## config.mk

```make
export PLATFORM = sky130hd
export DESIGN_NAME = fft_result_sink
export DESIGN_NICKNAME = d
export VERILOG_FILES = /design/src/rtl/fft_pkg.sv /design/src/rtl/fft_mag_sq.sv /design/src/rtl/fft_result_sink.sv
export SDC_FILE = /design/constraint.sdc
export NUM_CORES = 2
export LEC_CHECK = 0
export ABC_AREA = 1
export CORE_ASPECT_RATIO = 0.5
export CORE_MARGIN = 1
export CORE_UTILIZATION = 30
export CTS_CLUSTER_SIZE = 16
export DETAILED_ROUTE_END_ITERATION = 16
export MAX_ROUTING_LAYER = met4
export SLEW_MARGIN = 25
export SYNTH_ARGS = -nofsm -noshare
export SYNTH_HDL_FRONTEND = slang
export SYNTH_SLANG_ARGS = --single-unit
```

## constraint.sdc

```tcl
create_clock -name sys_clk -period 5.6 [get_ports sys_clk]
set_input_delay 1.12 -clock sys_clk [delete_from_list [all_inputs] [get_ports sys_clk]]
set_output_delay 1.12 -clock sys_clk [all_outputs]
set_load 0.02 [all_outputs]
```

## src/rtl/fft_pkg.sv

```systemverilog
// Shared definitions for the FFT result sink: FSM state encoding and the
// squared-magnitude width helper.
package fft_pkg;

    typedef enum logic [1:0] {
        ST_IDLE   = 2'd0,
        ST_RECV   = 2'd1,
        ST_DRAIN  = 2'd2,
        ST_REPORT = 2'd3
    } sink_state_t;

    // re^2 + im^2 of two signed components needs one bit more than a single product
    function automatic int fft_mag_w(input int data_w);
        return 2 * data_w + 1;
    endfunction

endpackage

```

## src/rtl/fft_mag_sq.sv

```systemverilog
// Registered squared-magnitude stage: mag = re*re + im*im, one-cycle latency,
// carrying a bin tag and valid alongside the result.
module fft_mag_sq
    import fft_pkg::*;
#(
    parameter int DATA_W = 16,
    parameter int TAG_W  = 10
) (
    input  logic                           clk,
    input  logic                           rst_n,
    input  logic                           in_vld,
    input  logic [2*DATA_W-1:0]            in_data,
    input  logic [TAG_W-1:0]               in_tag,
    output logic                           mag_vld,
    output logic [fft_mag_w(DATA_W)-1:0]   mag,
    output logic [TAG_W-1:0]               mag_tag
);

    localparam int MAG_W = fft_mag_w(DATA_W);

    logic signed [DATA_W-1:0]   re_s;
    logic signed [DATA_W-1:0]   im_s;
    logic signed [2*DATA_W-1:0] re_sq_s;
    logic signed [2*DATA_W-1:0] im_sq_s;
    logic [MAG_W-1:0]           sum_s;

    // Squares are non-negative and fit in 2*DATA_W bits; the extra top bit holds the sum carry
    always_comb begin
        re_s    = in_data[DATA_W-1:0];
        im_s    = in_data[2*DATA_W-1:DATA_W];
        re_sq_s = re_s * re_s;
        im_sq_s = im_s * im_s;
        sum_s   = {1'b0, re_sq_s} + {1'b0, im_sq_s};
    end

    // Pipeline register, result only loaded on a valid beat
    always_ff @(posedge clk or negedge rst_n) begin
        if (!rst_n) begin
            mag_vld <= 1'b0;
            mag     <= {MAG_W{1'b0}};
            mag_tag <= {TAG_W{1'b0}};
        end else begin
            mag_vld <= in_vld;
            if (in_vld) begin
                mag     <= sum_s;
                mag_tag <= in_tag;
            end else begin
                mag     <= mag;
                mag_tag <= mag_tag;
            end
        end
    end

endmodule

```

## src/rtl/fft_result_sink.sv

```systemverilog
// AXI-Stream sink for FFT output frames: finds the peak-magnitude bin per frame.
// Define FFT_SINK_HALF_SPECTRUM_EN to restrict peak candidates to bins 0..N/2-1.
module fft_result_sink
    import fft_pkg::*;
#(
    parameter int DATA_W    = 16,
    parameter int NFFT_LOG2 = 10
) (
    input  logic                          sys_clk,
    input  logic                          sys_rst_n,
    input  logic [2*DATA_W-1:0]           s_axis_tdata,
    input  logic                          s_axis_tvalid,
    input  logic                          s_axis_tlast,
    output logic                          s_axis_tready,
    output logic [NFFT_LOG2-1:0]          peak_bin,
    output logic [fft_mag_w(DATA_W)-1:0]  peak_mag,
    output logic                          frame_done,
    output logic [15:0]                   frame_cnt,
    output logic                          err_early,
    output logic                          err_late
);

    localparam int                   MAG_W    = fft_mag_w(DATA_W);
    localparam logic [NFFT_LOG2-1:0] LAST_BIN = {NFFT_LOG2{1'b1}};

    sink_state_t          state_r;
    logic [NFFT_LOG2-1:0] bin_cnt_r;
    logic                 drain_cnt_r;
    logic [MAG_W-1:0]     max_mag_r;
    logic [NFFT_LOG2-1:0] max_bin_r;

    logic                 accept_s;
    logic                 last_bin_s;
    logic                 frame_end_s;
    logic                 frame_start_s;
    logic                 cand_s;
    logic                 mag_vld_s;
    logic [MAG_W-1:0]     mag_s;
    logic [NFFT_LOG2-1:0] mag_bin_s;

    // Handshake and frame-boundary decode
    always_comb begin
        accept_s      = s_axis_tvalid & s_axis_tready;
        last_bin_s    = (bin_cnt_r == LAST_BIN);
        frame_end_s   = accept_s & (s_axis_tlast | last_bin_s);
        frame_start_s = accept_s & (state_r == ST_IDLE);
    end

    fft_mag_sq #(
        .DATA_W (DATA_W),
        .TAG_W  (NFFT_LOG2)
    ) u_mag_sq (
        .clk     (sys_clk),
        .rst_n   (sys_rst_n),
        .in_vld  (accept_s),
        .in_data (s_axis_tdata),
        .in_tag  (bin_cnt_r),
        .mag_vld (mag_vld_s),
        .mag     (mag_s),
        .mag_tag (mag_bin_s)
    );

    // Candidate filter on the tagged bin leaving the squaring stage
    always_comb begin
`ifdef FFT_SINK_HALF_SPECTRUM_EN
        cand_s = (mag_bin_s[NFFT_LOG2-1] == 1'b0);
`else
        cand_s = 1'b1;
`endif
    end

    // Running max: cleared on the first beat of a frame, strict greater keeps lowest bin on ties
    always_ff @(posedge sys_clk or negedge sys_rst_n) begin
        if (!sys_rst_n) begin
            max_mag_r <= {MAG_W{1'b0}};
            max_bin_r <= {NFFT_LOG2{1'b0}};
        end else if (frame_start_s) begin
            max_mag_r <= {MAG_W{1'b0}};
            max_bin_r <= {NFFT_LOG2{1'b0}};
        end else if (mag_vld_s && cand_s && (mag_s > max_mag_r)) begin
            max_mag_r <= mag_s;
            max_bin_r <= mag_bin_s;
        end else begin
            max_mag_r <= max_mag_r;
            max_bin_r <= max_bin_r;
        end
    end

    // Frame FSM with registered ready, report and sticky error outputs
    always_ff @(posedge sys_clk or negedge sys_rst_n) begin
        if (!sys_rst_n) begin
            state_r       <= ST_IDLE;
            s_axis_tready <= 1'b0;
            bin_cnt_r     <= {NFFT_LOG2{1'b0}};
            drain_cnt_r   <= 1'b0;
            frame_done    <= 1'b0;
            peak_bin      <= {NFFT_LOG2{1'b0}};
            peak_mag      <= {MAG_W{1'b0}};
            frame_cnt     <= 16'd0;
            err_early     <= 1'b0;
            err_late      <= 1'b0;
        end else begin
            frame_done <= 1'b0;
            if (accept_s && s_axis_tlast && !last_bin_s) begin
                err_early <= 1'b1;
            end else if (accept_s && !s_axis_tlast && last_bin_s) begin
                err_late <= 1'b1;
            end else begin
                err_early <= err_early;
                err_late  <= err_late;
            end
            case (state_r)
                ST_IDLE, ST_RECV: begin
                    s_axis_tready <= 1'b1;
                    drain_cnt_r   <= 1'b0;
                    if (frame_end_s) begin
                        state_r       <= ST_DRAIN;
                        s_axis_tready <= 1'b0;
                        bin_cnt_r     <= {NFFT_LOG2{1'b0}};
                    end else if (accept_s) begin
                        state_r   <= ST_RECV;
                        bin_cnt_r <= bin_cnt_r + {{(NFFT_LOG2-1){1'b0}}, 1'b1};
                    end else begin
                        state_r <= state_r;
                    end
                end
                // Two drain cycles let the last beat clear the square and compare stages
                ST_DRAIN: begin
                    s_axis_tready <= 1'b0;
                    if (drain_cnt_r) begin
                        state_r     <= ST_REPORT;
                        drain_cnt_r <= 1'b0;
                        frame_done  <= 1'b1;
                        peak_bin    <= max_bin_r;
                        peak_mag    <= max_mag_r;
                        frame_cnt   <= frame_cnt + 16'd1;
                    end else begin
                        drain_cnt_r <= 1'b1;
                    end
                end
                ST_REPORT: begin
                    state_r       <= ST_IDLE;
                    s_axis_tready <= 1'b1;
                end
                default: begin
                    state_r       <= ST_IDLE;
                    s_axis_tready <= 1'b0;
                    bin_cnt_r     <= {NFFT_LOG2{1'b0}};
                    drain_cnt_r   <= 1'b0;
                end
            endcase
        end
    end

endmodule

```

==> results.toml <==
[synthesis]
yosysSeqAreaShare_pct = 14.5
synth_edf_count = 0
synth-seq-cells = 163
synth_top_area_cell = "fa_1"
synth.area.top_cells = "fa_1 (34%), dfrtp_1 (15%), inv_1 (12%)"
ys.warnings.count = 0
netlist_area_um2 = 28100
synthArstFlopShare_pct = 100
yosysUniqueCellTypes = 45
avgSynthCellArea_um2 = 8.01
synthDominantCellAreaShare_pct = 33.9
synth_ff_type = "dfrtp_1"
syn_inst = 3512
syn_nets = 4263

[min_path]
whs_path_depth = 1
hold_start = "frame_cnt[15]$_DFFE_PN0P_"
whs_endpoint = "frame_cnt[15]$_DFFE_PN0P_"
hold_class = "reg -> reg"

[clock_network]
clockRootBuffer = "clkbuf_16"
clock-sinks = 163
path_clk_slew_ps = 60
ctsHoldBuffers = 0
clock_path_buffers = 2
worstSkewPairLatency_ps = 430
htree_levels = 4
numCtsBuffers = 17
cts_tree = "built"

[worst_setup_path]
worstSetupEndpointType = "flop"
cp.arrival_ps = 7280
crit_required_ps = 5930
reg2reg_to = "max_mag_r[17]$_DFFE_PN0P_"
critical_path.max_stage_delay_ps = 570
startpoint_type = "input pin"
rrSetupSlack_ps = 2660
r2r_start = "u_mag_sq.mag[24]$_DFFE_PN0P_"
cp_slowest_cell = "fa_1"
worstPathMaxFanout = 5
reg2regPathDepth = 11
path_class = "in -> reg"

[floorplanning]
die_x_um = 435
start_util_pct = 30.7
coreArea_um2 = 91700
die_area_um2 = 95100
die_y_um = 219
rows = 78
ios = 99

[global_route]
grt_max_degree = 83
overflow = 0
grt_pass1_wl_um = 138000
antenna_found_initial = 0
grt_pass1_vias = 27000
grt.total_usage_pct = 18.4

[outcome]
status = "finished with violations"
violations = "negative setup slack"

[timing]
rsz0062_at_grt = "yes"
setup_viol = 25
tns_ps = -27730
finalCritPeriodShare_pct = 124
finalClockSkew_ps = 8.50
holdWs_ps = 470
max-slew-margin-rel_pct = 40.0
hold_violations = 0
drv_slew = 0
finalCriticalPeriod_ps = 6950
worstMarginPinSlew_ps = 899
max_freq_mhz = 144
fin_ws_ps = -1350

[detailed_routing]
wl_per_cell_um = 15.2
wirelength_um = 83400
drc_errors = 0
viasPerCell = 4.53
drt_iter0_markers = 1230
firstDrtPassIters = 5
postRouteAntennaNets = 0
vias = 24800

[placement]
gp_congestion = 0.919
hpwlAfterDp_um = 65800
port_buffers = 98

[cells_and_area]
nNetsFinal = 4979
drive_above_1_share_pct = 37.3
fillers = 8639
antenna_cells = 0
syn_to_final_growth_pct = 48.4

[run]
max_cap_violations = 0
[critical path, delay by kind of cell]
family | cells | cell delay [ps]
buffers and inverters | 10 | 780
XOR/XNOR | 1 | 100
AND/OR/NAND/NOR | 15 | 1430
adder cells (fa/ha/maj) | 8 | 3820
[kinds of logic (layout without fill, tap and decap cells)]
kind of cell,Yosys count,after routing,synth area share (%)
buffers and inverters,1035,1762,14.0
adder cells (fa/ha/maj),715,715,44.5
AND/OR/NAND/NOR,1208,1208,18.3
XOR/XNOR,94,94,2.93
AO/OA/AOI/OAI,297,297,5.68
flip-flops,163,163,14.5
[cells in the mapped netlist, drive strengths merged, types with 5 or more instances]
cell and instances:
or2 11, a211oi 5, xnor2 37, ha 238
nand3 144, fa 477, a21oi 126, inv 929
a21o 13, o21ai 127, nand4 80, nand3b 8
clkbuf 85, buf 18, dfrtp 163, o21bai 13
nor4 5, nand2 770, nor3 28, xor2 57
nor2 158
[state kept, by name (all words and copies together) (netlist names), 2 cells and up]
name and flops:
u_mag_sq.mag 33, u_mag_sq.mag_tag 10, peak_mag 33, max_bin_r 10, state_r 2, bin_cnt_r 10
max_mag_r 33, peak_bin 10, frame_cnt 16
[how the worst max path moves through the flow]
| stage | start | endpoint | slack (ps) | cells after the start |
|---|---|---|---|---|
| after global placement | s_axis_tdata[29] | u_mag_sq.mag[28]$_DFFE_PN0P_ | -2830 | 28 |
| final | s_axis_tdata[6] | u_mag_sq.mag[30]$_DFFE_PN0P_ | -1350 | 34 |
| after floorplan | s_axis_tdata[3] | u_mag_sq.mag[31]$_DFFE_PN0P_ | -1330 | 33 |
| after CTS | s_axis_tdata[31] | u_mag_sq.mag[30]$_DFFE_PN0P_ | -1350 | 32 |
| after global routing | s_axis_tdata[15] | u_mag_sq.mag[31]$_DFFE_PN0P_ | -1640 | 34 |
| after detailed placement | s_axis_tdata[29] | u_mag_sq.mag[28]$_DFFE_PN0P_ | -2820 | 28 |
[layout make-up]
cell class                      instances  area, um^2  share of cell area (%)
Tap cell                             1240        1550                    3.72
Timing Repair Buffer                  800        7190                    17.2
Sequential cell                       163        4080                    9.77
Clock inverter                          9         106                   0.255
Inverter                              932        3560                    8.52
Multi-Input combinational cell       2314       24800                    59.4
Clock buffer                           21         460                    1.10
[per-layer routing]
layer  wire, um  global-route usage, %
met2      39400                   30.1
met3       3190                   2.00
met4       1890                   4.38
met1      38900                   24.6
met5          0                      -
[cells in the final DEF (no fill, tap or decap), drive strengths merged, types with 28 or more instances in the layout]
cell	count
a21oi	126
buf	732
clkdlybuf4s50	65
dfrtp	163
fa	477
ha	238
inv	929
nand2	770
nand3	144
nand4	80
nor2	158
nor3	28
o21ai	127
xnor2	37
xor2	57
[metrics by stage]
| stage | cell area [um^2] | worst slack, ps | utilization [%] | std cells |
|---|---|---|---|---|
| 2_1_floorplan | 29400 | -1330 | - | 3512 |
| 6_report | 41700 | -1350 | 45.5 | 5479 |
| 5_1_grt | 41700 | -1640 | 45.5 | 5479 |
| 3_3_place_gp | 35400 | -2830 | 38.6 | 5297 |
| 4_1_cts | 40100 | -1350 | 43.7 | 5437 |
| 3_5_place_dp | 35400 | -2820 | 38.6 | 5297 |
[timing repair]
action                     4_1_cts  5_1_grt
cloned                           7        0
gates resized for setup        907      359
pin swaps                      291      262
setup buffers                  112       57
setup endpoints to repair       28       27
Power is not shown: default switching activity piles up to over one toggle a cycle in this logic, so the estimate is an artifact.
